### config.mk
export PLATFORM = sky130hd
export DESIGN_NAME = mux_sel_ctrl
export DESIGN_NICKNAME = d
export VERILOG_FILES = /design/src/rtl/mux_sel_ctrl.sv
export SDC_FILE = /design/constraint.sdc
export NUM_CORES = 1
export LEC_CHECK = 0
export CAP_MARGIN = 20
export CELL_PAD_IN_SITES_DETAIL_PLACEMENT = 2
export CELL_PAD_IN_SITES_GLOBAL_PLACEMENT = 2
export CORE_MARGIN = 2
export CORE_UTILIZATION = 25
export DETAILED_ROUTE_END_ITERATION = 7
export GPL_TIMING_DRIVEN = 0
export PLACE_DENSITY = 0.55
export SYNTH_ARGS = -nofsm -noshare
export SYNTH_HDL_FRONTEND = slang
export SYNTH_SLANG_ARGS = --single-unit
### constraint.sdc
create_clock -name clk -period 1.4 [get_ports clk]
set_input_delay 0.21 -clock clk [delete_from_list [all_inputs] [get_ports clk]]
set_output_delay 0.21 -clock clk [all_outputs]
set_load 0.05 [all_outputs]
### src/rtl/mux_sel_ctrl.sv
// rtl/mux_sel_ctrl.sv - select-line controller for the 2:1 mux stage
//
// Synchronizes and debounces a raw pushbutton and toggles the mux select on
// each clean press. An optional auto mode toggles the select periodically.
// Every select change is flagged with a one-cycle pulse.
//
// Ports:
//   clk        system clock, rising-edge
//   reset      asynchronous, active-high reset
//   btn        raw pushbutton, asynchronous to clk, may bounce
//   auto_en    1 = periodic auto-toggle enabled (used unsynchronized)
//   s          registered mux select (0 = x, 1 = y)
//   s_changed  one-cycle pulse in the cycle after s changes
//   btn_clean  debounced, synchronized button level
module mux_sel_ctrl #(
    parameter int DEBOUNCE_CYCLES = 4,
    parameter int AUTO_PERIOD     = 8
) (
    input  logic clk,
    input  logic reset,
    input  logic btn,
    input  logic auto_en,
    output logic s,
    output logic s_changed,
    output logic btn_clean
);

    localparam int CW = $clog2(DEBOUNCE_CYCLES) + 1;
    localparam int PW = (AUTO_PERIOD > 1) ? $clog2(AUTO_PERIOD) : 1;
    localparam logic [CW-1:0] DB_LAST = CW'(DEBOUNCE_CYCLES - 1);
    localparam logic [PW-1:0] P_LAST  = PW'(AUTO_PERIOD - 1);

    typedef enum logic [1:0] {
        STABLE_LOW,
        WAIT_HIGH,
        STABLE_HIGH,
        WAIT_LOW
    } db_state_t;

    logic          sync1;
    logic          btn_sync;
    db_state_t     state;
    db_state_t     state_nx;
    logic [CW-1:0] cnt;
    logic [CW-1:0] cnt_nx;
    logic          clean_nx;
    logic          clean_d;
    logic          press;
    logic [PW-1:0] pcnt;
    logic          tick;
    logic          toggle;

    // Two-flop synchronizer for the asynchronous button
    always_ff @(posedge clk or posedge reset) begin
        if (reset) begin
            sync1    <= 1'b0;
            btn_sync <= 1'b0;
        end else begin
            sync1    <= btn;
            btn_sync <= sync1;
        end
    end

    // Debounce FSM state register
    always_ff @(posedge clk or posedge reset) begin
        if (reset) begin
            state     <= STABLE_LOW;
            cnt       <= '0;
            btn_clean <= 1'b0;
        end else begin
            state     <= state_nx;
            cnt       <= cnt_nx;
            btn_clean <= clean_nx;
        end
    end

    // Debounce FSM next-state logic. The first sample at the new level counts
    // as sample 1, so a single-cycle debounce accepts straight from the
    // stable state.
    always_comb begin
        state_nx = state;
        cnt_nx   = cnt;
        clean_nx = btn_clean;
        case (state)
            STABLE_LOW: begin
                if (btn_sync) begin
                    if (DEBOUNCE_CYCLES == 1) begin
                        state_nx = STABLE_HIGH;
                        clean_nx = 1'b1;
                        cnt_nx   = '0;
                    end else begin
                        state_nx = WAIT_HIGH;
                        cnt_nx   = CW'(1);
                    end
                end
            end
            WAIT_HIGH: begin
                if (!btn_sync) begin
                    state_nx = STABLE_LOW;
                    cnt_nx   = '0;
                end else if (cnt == DB_LAST) begin
                    state_nx = STABLE_HIGH;
                    clean_nx = 1'b1;
                    cnt_nx   = '0;
                end else begin
                    cnt_nx = cnt + CW'(1);
                end
            end
            STABLE_HIGH: begin
                if (!btn_sync) begin
                    if (DEBOUNCE_CYCLES == 1) begin
                        state_nx = STABLE_LOW;
                        clean_nx = 1'b0;
                        cnt_nx   = '0;
                    end else begin
                        state_nx = WAIT_LOW;
                        cnt_nx   = CW'(1);
                    end
                end
            end
            WAIT_LOW: begin
                if (btn_sync) begin
                    state_nx = STABLE_HIGH;
                    cnt_nx   = '0;
                end else if (cnt == DB_LAST) begin
                    state_nx = STABLE_LOW;
                    clean_nx = 1'b0;
                    cnt_nx   = '0;
                end else begin
                    cnt_nx = cnt + CW'(1);
                end
            end
            default: begin
                state_nx = STABLE_LOW;
                cnt_nx   = '0;
                clean_nx = 1'b0;
            end
        endcase
    end

    // Press = rising edge of the debounced level; releases are ignored
    always_ff @(posedge clk or posedge reset) begin
        if (reset) begin
            clean_d <= 1'b0;
        end else begin
            clean_d <= btn_clean;
        end
    end

    assign press = btn_clean & ~clean_d;

    // Auto-toggle period counter; disabling clears it so a re-enable always
    // waits a full period before the next tick.
    assign tick = auto_en && (pcnt == P_LAST);

    always_ff @(posedge clk or posedge reset) begin
        if (reset) begin
            pcnt <= '0;
        end else if (!auto_en || tick) begin
            pcnt <= '0;
        end else begin
            pcnt <= pcnt + PW'(1);
        end
    end

    // A press coinciding with a tick yields a single toggle
    assign toggle = press | tick;

    always_ff @(posedge clk or posedge reset) begin
        if (reset) begin
            s         <= 1'b0;
            s_changed <= 1'b0;
        end else begin
            if (toggle) begin
                s <= ~s;
            end
            s_changed <= toggle;
        end
    end

endmodule

# Word level (Yosys, flattened, before mapping)
# Cells that the tools add are included.
[word_totals]
register_bits = 14
in_bits = 4
output_inout_bits = 3
wordCells = 55
[op_classes]
addsub = 2
n_eq_ne = 13
muxes = 19
bitwise = 4
reduce_logical = 8
[op_table]
columns = ["operator", "count"]
rows = [
  ["$mux W3", 6],
  ["$mux W2", 6],
  ["$ne A2 B2 Y1 const B", 6],
  ["$pmux W3 S4", 1],
  ["$pmux W2 S4", 1],
  ["$add A3 B1 Y3 const B", 2],
  ["$ne A3 B3 Y1 const B", 2],
  ["$reduce_and A5 Y1", 1],
  ["$eq A2 B2 Y1 const B", 2],
  ["$mux W1", 4],
  ["$reduce_and A4 Y1", 1],
  ["$eq A3 B2 Y1 const B", 1],
  ["$eq A3 B3 Y1 const B", 1],
  ["$eq A2 B1 Y1 const B", 1],
  ["$logic_not A2 Y1", 1],
  ["$not A1 Y1", 2],
  ["$pmux W1 S2", 1],
  ["$reduce_and A2 Y1", 1],
  ["$reduce_bool A2 Y1", 1],
  ["$and A1 B1 Y1", 1],
  ["$logic_and A1 B1 Y1", 1],
  ["$logic_not A1 Y1", 1],
  ["$logic_or A1 B1 Y1", 1],
  ["$or A1 B1 Y1", 1],
]

# Depth between registers and ports, before layout
# Gate-level depths: netlist of the first run.
[logic_depth]
depth_word = 4
ltp_mapped = 5
mapped_depth_nobuf = 5

# Least setup slack after synthesis of the first run
# Ideal clock, no wire load.
[synth_timing]
kind = "flip-flop to flip-flop"
start = "register pcnt[0]"
end = "register s"
setup_time_ns = 0.143
arrival_time_ns = 1.008
t_required_ns = 1.257
setup_slack_ns = 0.249
stages_incl_launch_ff = 6
path_buffers = 0
period_less_slack_ns = 1.151
path_cell_list = "dfrtp_1 > ha_1 > ha_1 > nand2_1 > o21ai_1 > xor2_1"
[synth_between]
elab_chain_len = 3
[synth_lines]
columns = ["item", "line", "text"]
rows = [
  ["start: declaration", "49", "logic [PW-1:0] pcnt;"],
  ["start signal: assignment", "162", "pcnt <= pcnt + PW'(1);"],
  ["$eq A3 B3 Y1", "154", "assign tick = auto_en && (pcnt == P_LAST);"],
  ["$logic_and A1 B1 Y1", "154", ""],
  ["$or A1 B1 Y1", "167", "assign toggle = press | tick;"],
  ["net toggle", "51", "logic toggle;"],
  ["end signal: assignment", "175", "s <= ~s;"],
  ["end: declaration", "23", "output logic s,"],
]
# The timed path passes the listed nets, and every way through them passes these cells.
# A chain may end at the register's enable or synchronous reset.

# Worst setup path in the final report of the first run
[layout_timing]
start = "register s_changed"
end = "output s_changed"
[layout_lines]
columns = ["item", "line", "text"]
rows = [
  ["start: declaration", "24", "output logic s_changed,"],
  ["start signal: assignment", "177", "s_changed <= toggle;"],
]
# No word-level cell between the ends.

==> impl_metrics.yaml, run 1 <==
status:
  status: "complete, no violations"
clocking:
  post-cts-setup-buffer-count: 0
  clockBufferDepth: 2
  cts_buffers: 3
  ctsRootBufferMaster: "clkbuf_4"
  cts_max_level: 1
  cts.clk_slew.worst_paths_ps: 90
  clkLatencyLatePin_ps: 270
  cts_tree: "yes"
  cts.sink_count: 14
  hold_buffers: 0
critical_path:
  critPathMaxFanout: 1
  crit_slowest_cell: "dlygate4sd2_1"
  endpoint_kind: "output port"
  crit_required_ps: 1190
  path_buf_inv: 1
  worstSetupStartpoint: "s_changed"
  critPathTopFamily: "buffers and inverters"
  r2r_start: "pcnt[0]"
  max_stage_delay_ps: 520
  path_class: "register to output port"
  cp_data_arrival_time_ps: 1110
  start_kind: "register"
  path_cells: "dlygate4sd2_1"
place:
  gp_congestion: 0.706
  hpwlAfterDp_um: 777
  placed_cells: 75
  port_buffers: 6
  pre_cts_slack_ps: -29.6
  placed_cell_area_um2: 648
flow_run:
  cap_viol_max_count: 0
global_route:
  grt_pass1_wl_um: 1970
  grt_max_degree: 15
  grt_util_all_layers_pct: 10.6
  grt_pass1_vias: 421
  antenna_found_initial: 0
  gr-total-overflow: 0
min_path:
  hp-class: "primary input to async pin"
layout:
  nets: 59
  drive_above_1_share_pct: 17.6
  diodes: 0
  design_area_um2: 679
  final_cells: 79
  final_core_util_pct: 31.6
  area_delta_synth_final_pct: 22.9
timing:
  timing.hold.ws_ps: 275
  max_freq_mhz: 755
  slew_viol_final: 0
  grt_setup_unrepaired: "no"
  layout_setup_ws_ps: 75.7
  timing.final.crit_share_pct: 94.6
  period_minus_slack_ps: 1320
  hold_viol_final: 0
  worstMarginPinSlew_ps: 540
  setup_viol: 0
  slew_headroom_pct: 64.0
  fin_skew_ps: 3.16
  finalSetupTns_ps: 0
yosys:
  ys.flop_type: "dfrtp_1"
  ys_top_cells_by_area: "dfrtp_1, ha_1, and3b_1"
  synth.net_count: 48
  synth_enable_flop_cells: 0
  ys_seq_area_share_pct: 63.3
  ys_ff_latch: 14
  netlist_area_um2: 553
  synthArstFlopShare_pct: 100
  avgSynthCellArea_um2: 13.5
  yosys_warnings: 0
  yosysMostFrequentCell: "dfrtp_1"
  synth_cells: 41
  ys_types: 19
  post-synth-top-area-cell: "dfrtp_1"
  synthTopCellsByCount: "dfrtp_1, ha_1, o21ai_0"
  synth_top_area_share_pct: 63.3
power:
  powerDensity_nw_per_um2: 1710
  leakage_nw: 0.322
  total_power_mw: 1.16
  ir_drop_uv: 621
route:
  via_per_inst: 4.28
  vias: 338
  wl_um: 1060
  drt_first_pass_iters: 1
  drtAntennaViolNets: 0
  wl_per_cell_um: 13.4
  drc: 0
  drt_iter0_drc: 0
floorplanning:
  placement_rows: 17
  chipHeight_um: 51.0
  placeableCoreArea_um2: 2150
  io_pins: 7
  initial_utilization_pct: 25.7
  die_w_um: 51.0
  die-area_um2: 2600
[state kept, by name, indices dropped and copies added, names as in the netlist, named ones only]
name / count
s_changed: 1
sync1: 1
s: 1
state: 1
pcnt: 3
cnt: 3
clean_d: 1
btn_sync: 1
btn_clean: 1
[routing by layer]
| layer | up-vias | global-route usage (%) | wire length [µm] |
|---|---|---|---|
| li1 | 159 | - | - |
| met1 | 171 | 11.7 | 451 |
| met2 | 6 | 18.4 | 533 |
| met3 | 2 | 3.22 | 63 |
| met4 | 0 | 5.41 | 14 |
| met5 | - | 0 | 0 |
[report_power, final]
part           switching [mW]  total [mW]  leakage, nW  internal, mW
logic                   0.186       0.312        0.133         0.126
registers              0.0766       0.566        0.168         0.489
clock network           0.128       0.286       0.0210         0.158
[final timing paths]
kind	endpoint	slack, ps	depth (start not counted)
max	s_changed	80	1
min	s_changed	280	2
max reg2reg	s	150	5
min reg2reg	btn_sync	360	0
max in group asynchronous	btn_clean	770	2
min in group clk	btn_sync	360	0
[layout by cell type (no fill, tap or decap)]
cell and instances:
and2_2 1, clkbuf_8 1, ha_1 3, nand2_1 2, nand2b_1 2, o2bb2ai_1 2, nor2b_1 1, o21ai_1 1
and3b_1 2, clkbuf_2 1, xor2_2 1, nor2_1 1, nand3b_1 1, dfrtp_1 14, inv_1 2, a31oi_1 1
clkdlybuf4s50_1 3, xor2_1 1, dlygate4sd2_1 1, mux2_2 1, nor3b_1 1, clkdlybuf4s15_2 1, o21ai_0 3, o21a_1 1
clkbuf_4 3
[repair_timing]
item | 4_1_cts | 5_1_grt
resized for setup | 5 | 2
endpoints found under the setup margin | 3 | 1
pin swaps | 0 | 0
[cell families (layout without fill, tap and decap cells)]
| logic type | after synthesis | in the layout | share of synthesized area [%] |
|---|---|---|---|
| flops | 14 | 14 | 63.3 |
| fa+ha+maj | 3 | 3 | 6.79 |
| buf+inv | 2 | 12 | 1.36 |
| mux | 1 | 1 | 2.04 |
| simple gates | 11 | 11 | 12.7 |
| xor+xnor | 2 | 2 | 4.53 |
| compound gates | 8 | 8 | 9.28 |
[cell type report]
type / count / area [µm²]
sequential: 14 / 350
fill: 244 / 1470
clock buffer: 4 / 36.3
timing repair buffer: 6 / 55.1
tap: 28 / 35.0
inverter: 2 / 7.51
multi-input combinational: 25 / 195
No activity file was read; power rests on OpenSTA's default activity.
==> run 2, diff against run 1 <==
--- a/config.mk
+++ b/config.mk
@@ -11,8 +11,9 @@
 export CORE_MARGIN = 2
 export CORE_UTILIZATION = 25
 export DETAILED_ROUTE_END_ITERATION = 7
+export DONT_BUFFER_PORTS = 1
 export GPL_TIMING_DRIVEN = 0
-export PLACE_DENSITY = 0.55
+export PLACE_DENSITY = 0.51
 export SYNTH_ARGS = -nofsm -noshare
 export SYNTH_HDL_FRONTEND = slang
 export SYNTH_SLANG_ARGS = --single-unit
==> constraint.sdc (replaced) <==
create_clock -name clk -period 1.1 [get_ports clk]
set_input_delay 0.165 -clock clk [delete_from_list [all_inputs] [get_ports clk]]
set_output_delay 0.165 -clock clk [all_outputs]
set_load 0.05 [all_outputs]
==> impl_metrics.yaml, run 2 (synthesis gave the netlist of run 1 again) <==
status:
  status: "finished with violations"
  violations: "negative setup slack"
floorplanning:
  die_w_um: 51.0
  placeableCoreArea_um2: 2150
  io_pins: 7
  die-area_um2: 2600
  placement_rows: 17
  initial_utilization_pct: 25.7
  chipHeight_um: 51.0
route:
  via_per_inst: 4.32
  wl_per_cell_um: 13.7
  drt_first_pass_iters: 1
  drc: 0
  vias: 337
  drt_iter0_drc: 0
  drtAntennaViolNets: 0
  wl_um: 1070
layout:
  diodes: 0
  design_area_um2: 702
  final_core_util_pct: 32.7
  area_delta_synth_final_pct: 26.9
  drive_above_1_share_pct: 36.0
  largest_registers: "cnt (3), pcnt (3)"
  fillers: 237
  nets: 58
  final_common_cell: "dfrtp_1"
  layout_common_cells: "dfrtp_1, dfrtp_2, clkbuf_4, buf_4"
critical_path:
  critPathMaxFanout: 3
  cp_data_arrival_time_ps: 1340
  crit_required_ps: 1260
  path_class: "register to register"
  endpoint_kind: "register"
  start_kind: "register"
clocking:
  ctsRootBufferMaster: "clkbuf_4"
  cts.clk_slew.worst_paths_ps: 80
  cts_max_level: 1
  cts_buffers: 3
  clockBufferDepth: 2
  clkLatencyLatePin_ps: 270
  cts.sink_count: 14
  cts_tree: "yes"
power:
  total_power_mw: 1.51
  leakage_nw: 0.310
  ir_drop_uv: 632
  powerDensity_nw_per_um2: 2150
place:
  pre_cts_slack_ps: -123
  placed_cell_area_um2: 601
  hpwlAfterDp_um: 814
  port_buffers: 0
  gp_congestion: 0.756
min_path:
  hp-class: "primary input to register"
global_route:
  grt_pass1_vias: 401
  grt_pass1_wl_um: 1800
  grt_max_degree: 15
  antenna_found_initial: 0
  gr-total-overflow: 0
  grt_util_all_layers_pct: 10.0
timing:
  hold_viol_final: 0
  period_minus_slack_ps: 1190
  slew_viol_final: 0
  worstMarginPinSlew_ps: 529
  setup_viol: 4
  timing.final.crit_share_pct: 108
  grt_setup_unrepaired: "yes"
  max_freq_mhz: 843
  fin_skew_ps: 3.34
  layout_setup_ws_ps: -86.7
  slew_headroom_pct: 64.7
flow_run:
  cap_viol_max_count: 0
==> run 2: cell types whose count changed in the layout (fill, tap and decap cells not counted), moves of 2 or more <==
cell / change
dfrtp_1: -3
o21ai_0: -2
ha_1: -3
buf_4: +3
clkdlybuf4s50_1: -3
dlygate4sd3_1: +2
ha_2: +2
dfrtp_2: +3
==> run 2: final timing paths <==
kind | cells past startpoint | slack [ps] | start | end
worst max-delay path | 3 | -90 | cnt[1] | register
worst min-delay path | 2 | 40 | auto_en | s_changed
worst max register to register | 3 | -90 | cnt[1] | register
worst min register to register | 0 | 350 | sync1 | btn_sync
max in group asynchronous | 2 | 350 | reset | btn_sync
min in group asynchronous | 2 | 370 | reset | clean_d
==> run 2: stage by stage <==
step / setup TNS (ps) / cells / hold slack (ps)
4_1_cts: -364 / 76 / 29.0
5_1_grt: -498 / 78 / 23.1
3_5_place_dp: -402 / 69 / 125
2_1_floorplan: 0 / 41 / 54.2
3_3_place_gp: -100 / 69 / 117
6_report: -161 / 78 / 37.4
==> run 2: layout make-up <==
type,instances,area [µm²],area share [%]
clock buffers,4,26.3,3.74
inverters,2,7.51,1.07
multi-input cells,25,236,33.7
flip-flops and latches,14,354,50.4
well taps,28,35.0,4.99
repair buffers,5,42.5,6.06
==> run 2: worst max-delay path, stage by stage, from the launching register on <==
cell	delay [ps]
dfrtp_1	400
ha_2	190
nand3b_1	160
mux2_4	320
==> run 2: metal layers <==
| layer | track usage [%] | vias to the layer above | routed length [µm] |
|---|---|---|---|
| met4 | 5.41 | 0 | 0 |
| met2 | 18.2 | 5 | 642 |
| met3 | 3.22 | 0 | 55 |
| li1 | - | 157 | - |
| met1 | 10.0 | 175 | 373 |
| met5 | 0 | - | 0 |
==> run 2: timing repair <==
| action | 4_1_cts | 5_1_grt |
|---|---|---|
| hold buffers | 2 | 0 |
| endpoints found under the hold margin | 15 | 0 |
| cloned | 0 | 0 |
| endpoints found under the setup margin | 6 | 7 |
| pin swaps | 2 | 1 |
| resized for setup | 4 | 5 |
| setup buffers | 1 | 2 |
==> run 2: where the power goes <==
group,internal (mW),switching (mW)
clock,0.140,0.151
sequential,0.626,0.209
combinational,0.220,0.161
==> run 3, diff against run 2 <==
--- a/config.mk
+++ b/config.mk
@@ -5,6 +5,7 @@
 export SDC_FILE = /design/constraint.sdc
 export NUM_CORES = 1
 export LEC_CHECK = 0
+export ABC_AREA = 1
 export CAP_MARGIN = 20
 export CELL_PAD_IN_SITES_DETAIL_PLACEMENT = 2
 export CELL_PAD_IN_SITES_GLOBAL_PLACEMENT = 2
@@ -13,7 +14,8 @@
 export DETAILED_ROUTE_END_ITERATION = 7
 export DONT_BUFFER_PORTS = 1
 export GPL_TIMING_DRIVEN = 0
-export PLACE_DENSITY = 0.51
+export PLACE_DENSITY = 0.55
+export SLEW_MARGIN = 20
 export SYNTH_ARGS = -nofsm -noshare
 export SYNTH_HDL_FRONTEND = slang
 export SYNTH_SLANG_ARGS = --single-unit
==> impl_metrics.yaml, run 3 <==
status:
  status: "finished with violations"
  violations: "negative setup slack"
timing:
  grt_setup_unrepaired: "yes"
  max_freq_mhz: 895
  layout_setup_ws_ps: -17.5
  slew_viol_final: 0
  worstMarginPinSlew_ps: 534
  fin_skew_ps: 0.857
  hold_viol_final: 0
  timing.hold.ws_ps: 40.1
  slew_headroom_pct: 64.3
  timing.final.crit_share_pct: 102
  period_minus_slack_ps: 1120
  setup_viol: 1
  finalSetupTns_ps: -17.5
place:
  gp_congestion: 0.681
  placed_cell_area_um2: 631
  placed_cells: 90
  hpwlAfterDp_um: 822
  port_buffers: 0
yosys:
  ys_top_cells_by_area: "dfrtp_1, nand2_1, ha_1"
  synth.net_count: 69
  ys_types: 13
  ys_ff_latch: 14
  post-synth-top-area-cell: "dfrtp_1"
  ys_seq_area_share_pct: 59.3
  synth_top_area_share_pct: 59.3
  yosysMostFrequentCell: "nand2_1"
  synthArstFlopShare_pct: 100
  synth_enable_flop_cells: 0
  synth_cells: 62
  synthTopCellsByCount: "nand2_1, dfrtp_1, inv_1, nand3_1, nor2_1"
  netlist_area_um2: 591
  ys.flop_type: "dfrtp_1"
  avgSynthCellArea_um2: 9.53
  yosys_warnings: 0
global_route:
  grt_max_degree: 15
  antenna_found_initial: 0
  grt_pass1_wl_um: 2130
  grt_util_all_layers_pct: 11.1
  gr-total-overflow: 0
  grt_pass1_vias: 475
layout:
  largest_registers: "cnt (3), pcnt (3)"
  design_area_um2: 749
  layout_common_cells: "dfrtp_1, nand2_1, inv_1"
  final_common_cell: "dfrtp_1"
  diodes: 0
  final_cells: 100
  drive_above_1_share_pct: 34.7
  area_delta_synth_final_pct: 26.9
  nets: 80
route:
  vias: 426
  drt_iter0_drc: 0
  via_per_inst: 4.26
  drtAntennaViolNets: 0
  drt_first_pass_iters: 1
  wl_um: 1180
  drc: 0
  wl_per_cell_um: 11.8
critical_path:
  crit_required_ps: 1260
  critPathMaxFanout: 2
  cp_data_arrival_time_ps: 1270
  endpoint_kind: "register"
  path_class: "register to register"
  start_kind: "register"
flow_run:
  cap_viol_max_count: 0
clocking:
  clockBufferDepth: 2
  cts_buffers: 3
  ctsRootBufferMaster: "clkbuf_4"
  cts_tree: "yes"
  cts.clk_slew.worst_paths_ps: 80
  cts.sink_count: 14
  cts_max_level: 1
  clkLatencyLatePin_ps: 270
power:
  powerDensity_nw_per_um2: 2440
  total_power_mw: 1.83
  leakage_nw: 0.370
  ir_drop_uv: 1030
floorplanning:
  die_w_um: 52.6
  io_pins: 7
  chipHeight_um: 52.6
  initial_utilization_pct: 26.4
  placeableCoreArea_um2: 2230
  die-area_um2: 2770
  placement_rows: 17
min_path:
  hp-class: "primary input to register"
## run 3: changes by cell type after synthesis, moves of 2 or more
cell,previous run,this run
o21ai_0,3,1
o2bb2ai_1,2,0
nand2b_1,2,0
nand4_1,0,3
inv_2,0,2
and3b_1,2,0
nor2_1,1,5
nand3_1,0,5
nand2_1,2,15
inv_1,2,10
## run 3: power by group
| part | total, mW | switching, mW | internal (mW) |
|---|---|---|---|
| Sequential | 0.998 | 0.323 | 0.675 |
| Combinational | 0.461 | 0.263 | 0.197 |
| Clock | 0.367 | 0.166 | 0.201 |
## run 3: path summary, 6_finish.rpt
kind | startpoint | cells after the start | slack, ps | end
max reg2reg | pcnt[0] | 5 | -20 | s
min | auto_en | 2 | 40 | pcnt[0]
min in group asynchronous | reset | 2 | 370 | clean_d
min reg2reg | sync1 | 0 | 360 | btn_sync
max in group asynchronous | reset | 2 | 350 | s
max | pcnt[0] | 5 | -20 | s
## run 3: final cells by class
| class | instances | area, µm² |
|---|---|---|
| fill | 263 | 1480 |
| multi-input combinational | 36 | 230 |
| tap | 28 | 35.0 |
| clock buffer | 4 | 36.3 |
| inverter | 12 | 45.0 |
| timing repair buffer | 6 | 50.0 |
| sequential | 14 | 353 |
## run 3: critical path, cell delays in order (launching register included)
cell and delay, ps:
dfrtp_1 400, ha_2 190, ha_4 160, nand2_2 50, o21ai_2 60, xor2_1 140
## run 3: metal layers
| metal | wire [µm] | vias up | global-route usage, % |
|---|---|---|---|
| li1 | - | 213 | - |
| met1 | 548 | 207 | 13.5 |
| met2 | 584 | 4 | 17.1 |
| met3 | 32 | 2 | 5.14 |
| met4 | 14 | 0 | 3.85 |
| met5 | 0 | - | 0 |
## run 3: cells by family (layout without fill, tap and decap cells)
| kind of cell | Yosys count | in the layout | synth area share (%) |
|---|---|---|---|
| flops | 14 | 14 | 59.3 |
| buf+inv | 12 | 22 | 7.63 |
| fa+ha+maj | 3 | 3 | 6.36 |
| simple gates | 29 | 29 | 22.0 |
| xor+xnor | 1 | 1 | 1.48 |
| compound gates | 3 | 3 | 3.18 |
## run 3: repair_timing
action | CTS | global route
endpoints found under the setup margin | 6 | 9
setup buffers | 1 | 3
gates resized for setup | 5 | 7
hold endpoints to repair | 15 | 0
hold buffers | 2 | 0
pin swaps | 1 | 1
## run 3: stage by stage
step	utilization (%)	setup WS, ps
final	33.6	-17.5
after global routing	33.6	-84.1
after floorplan	-	4.31
after detailed placement	28.2	-61.4
after CTS	31.9	-25.0
after global placement	28.2	-46.0
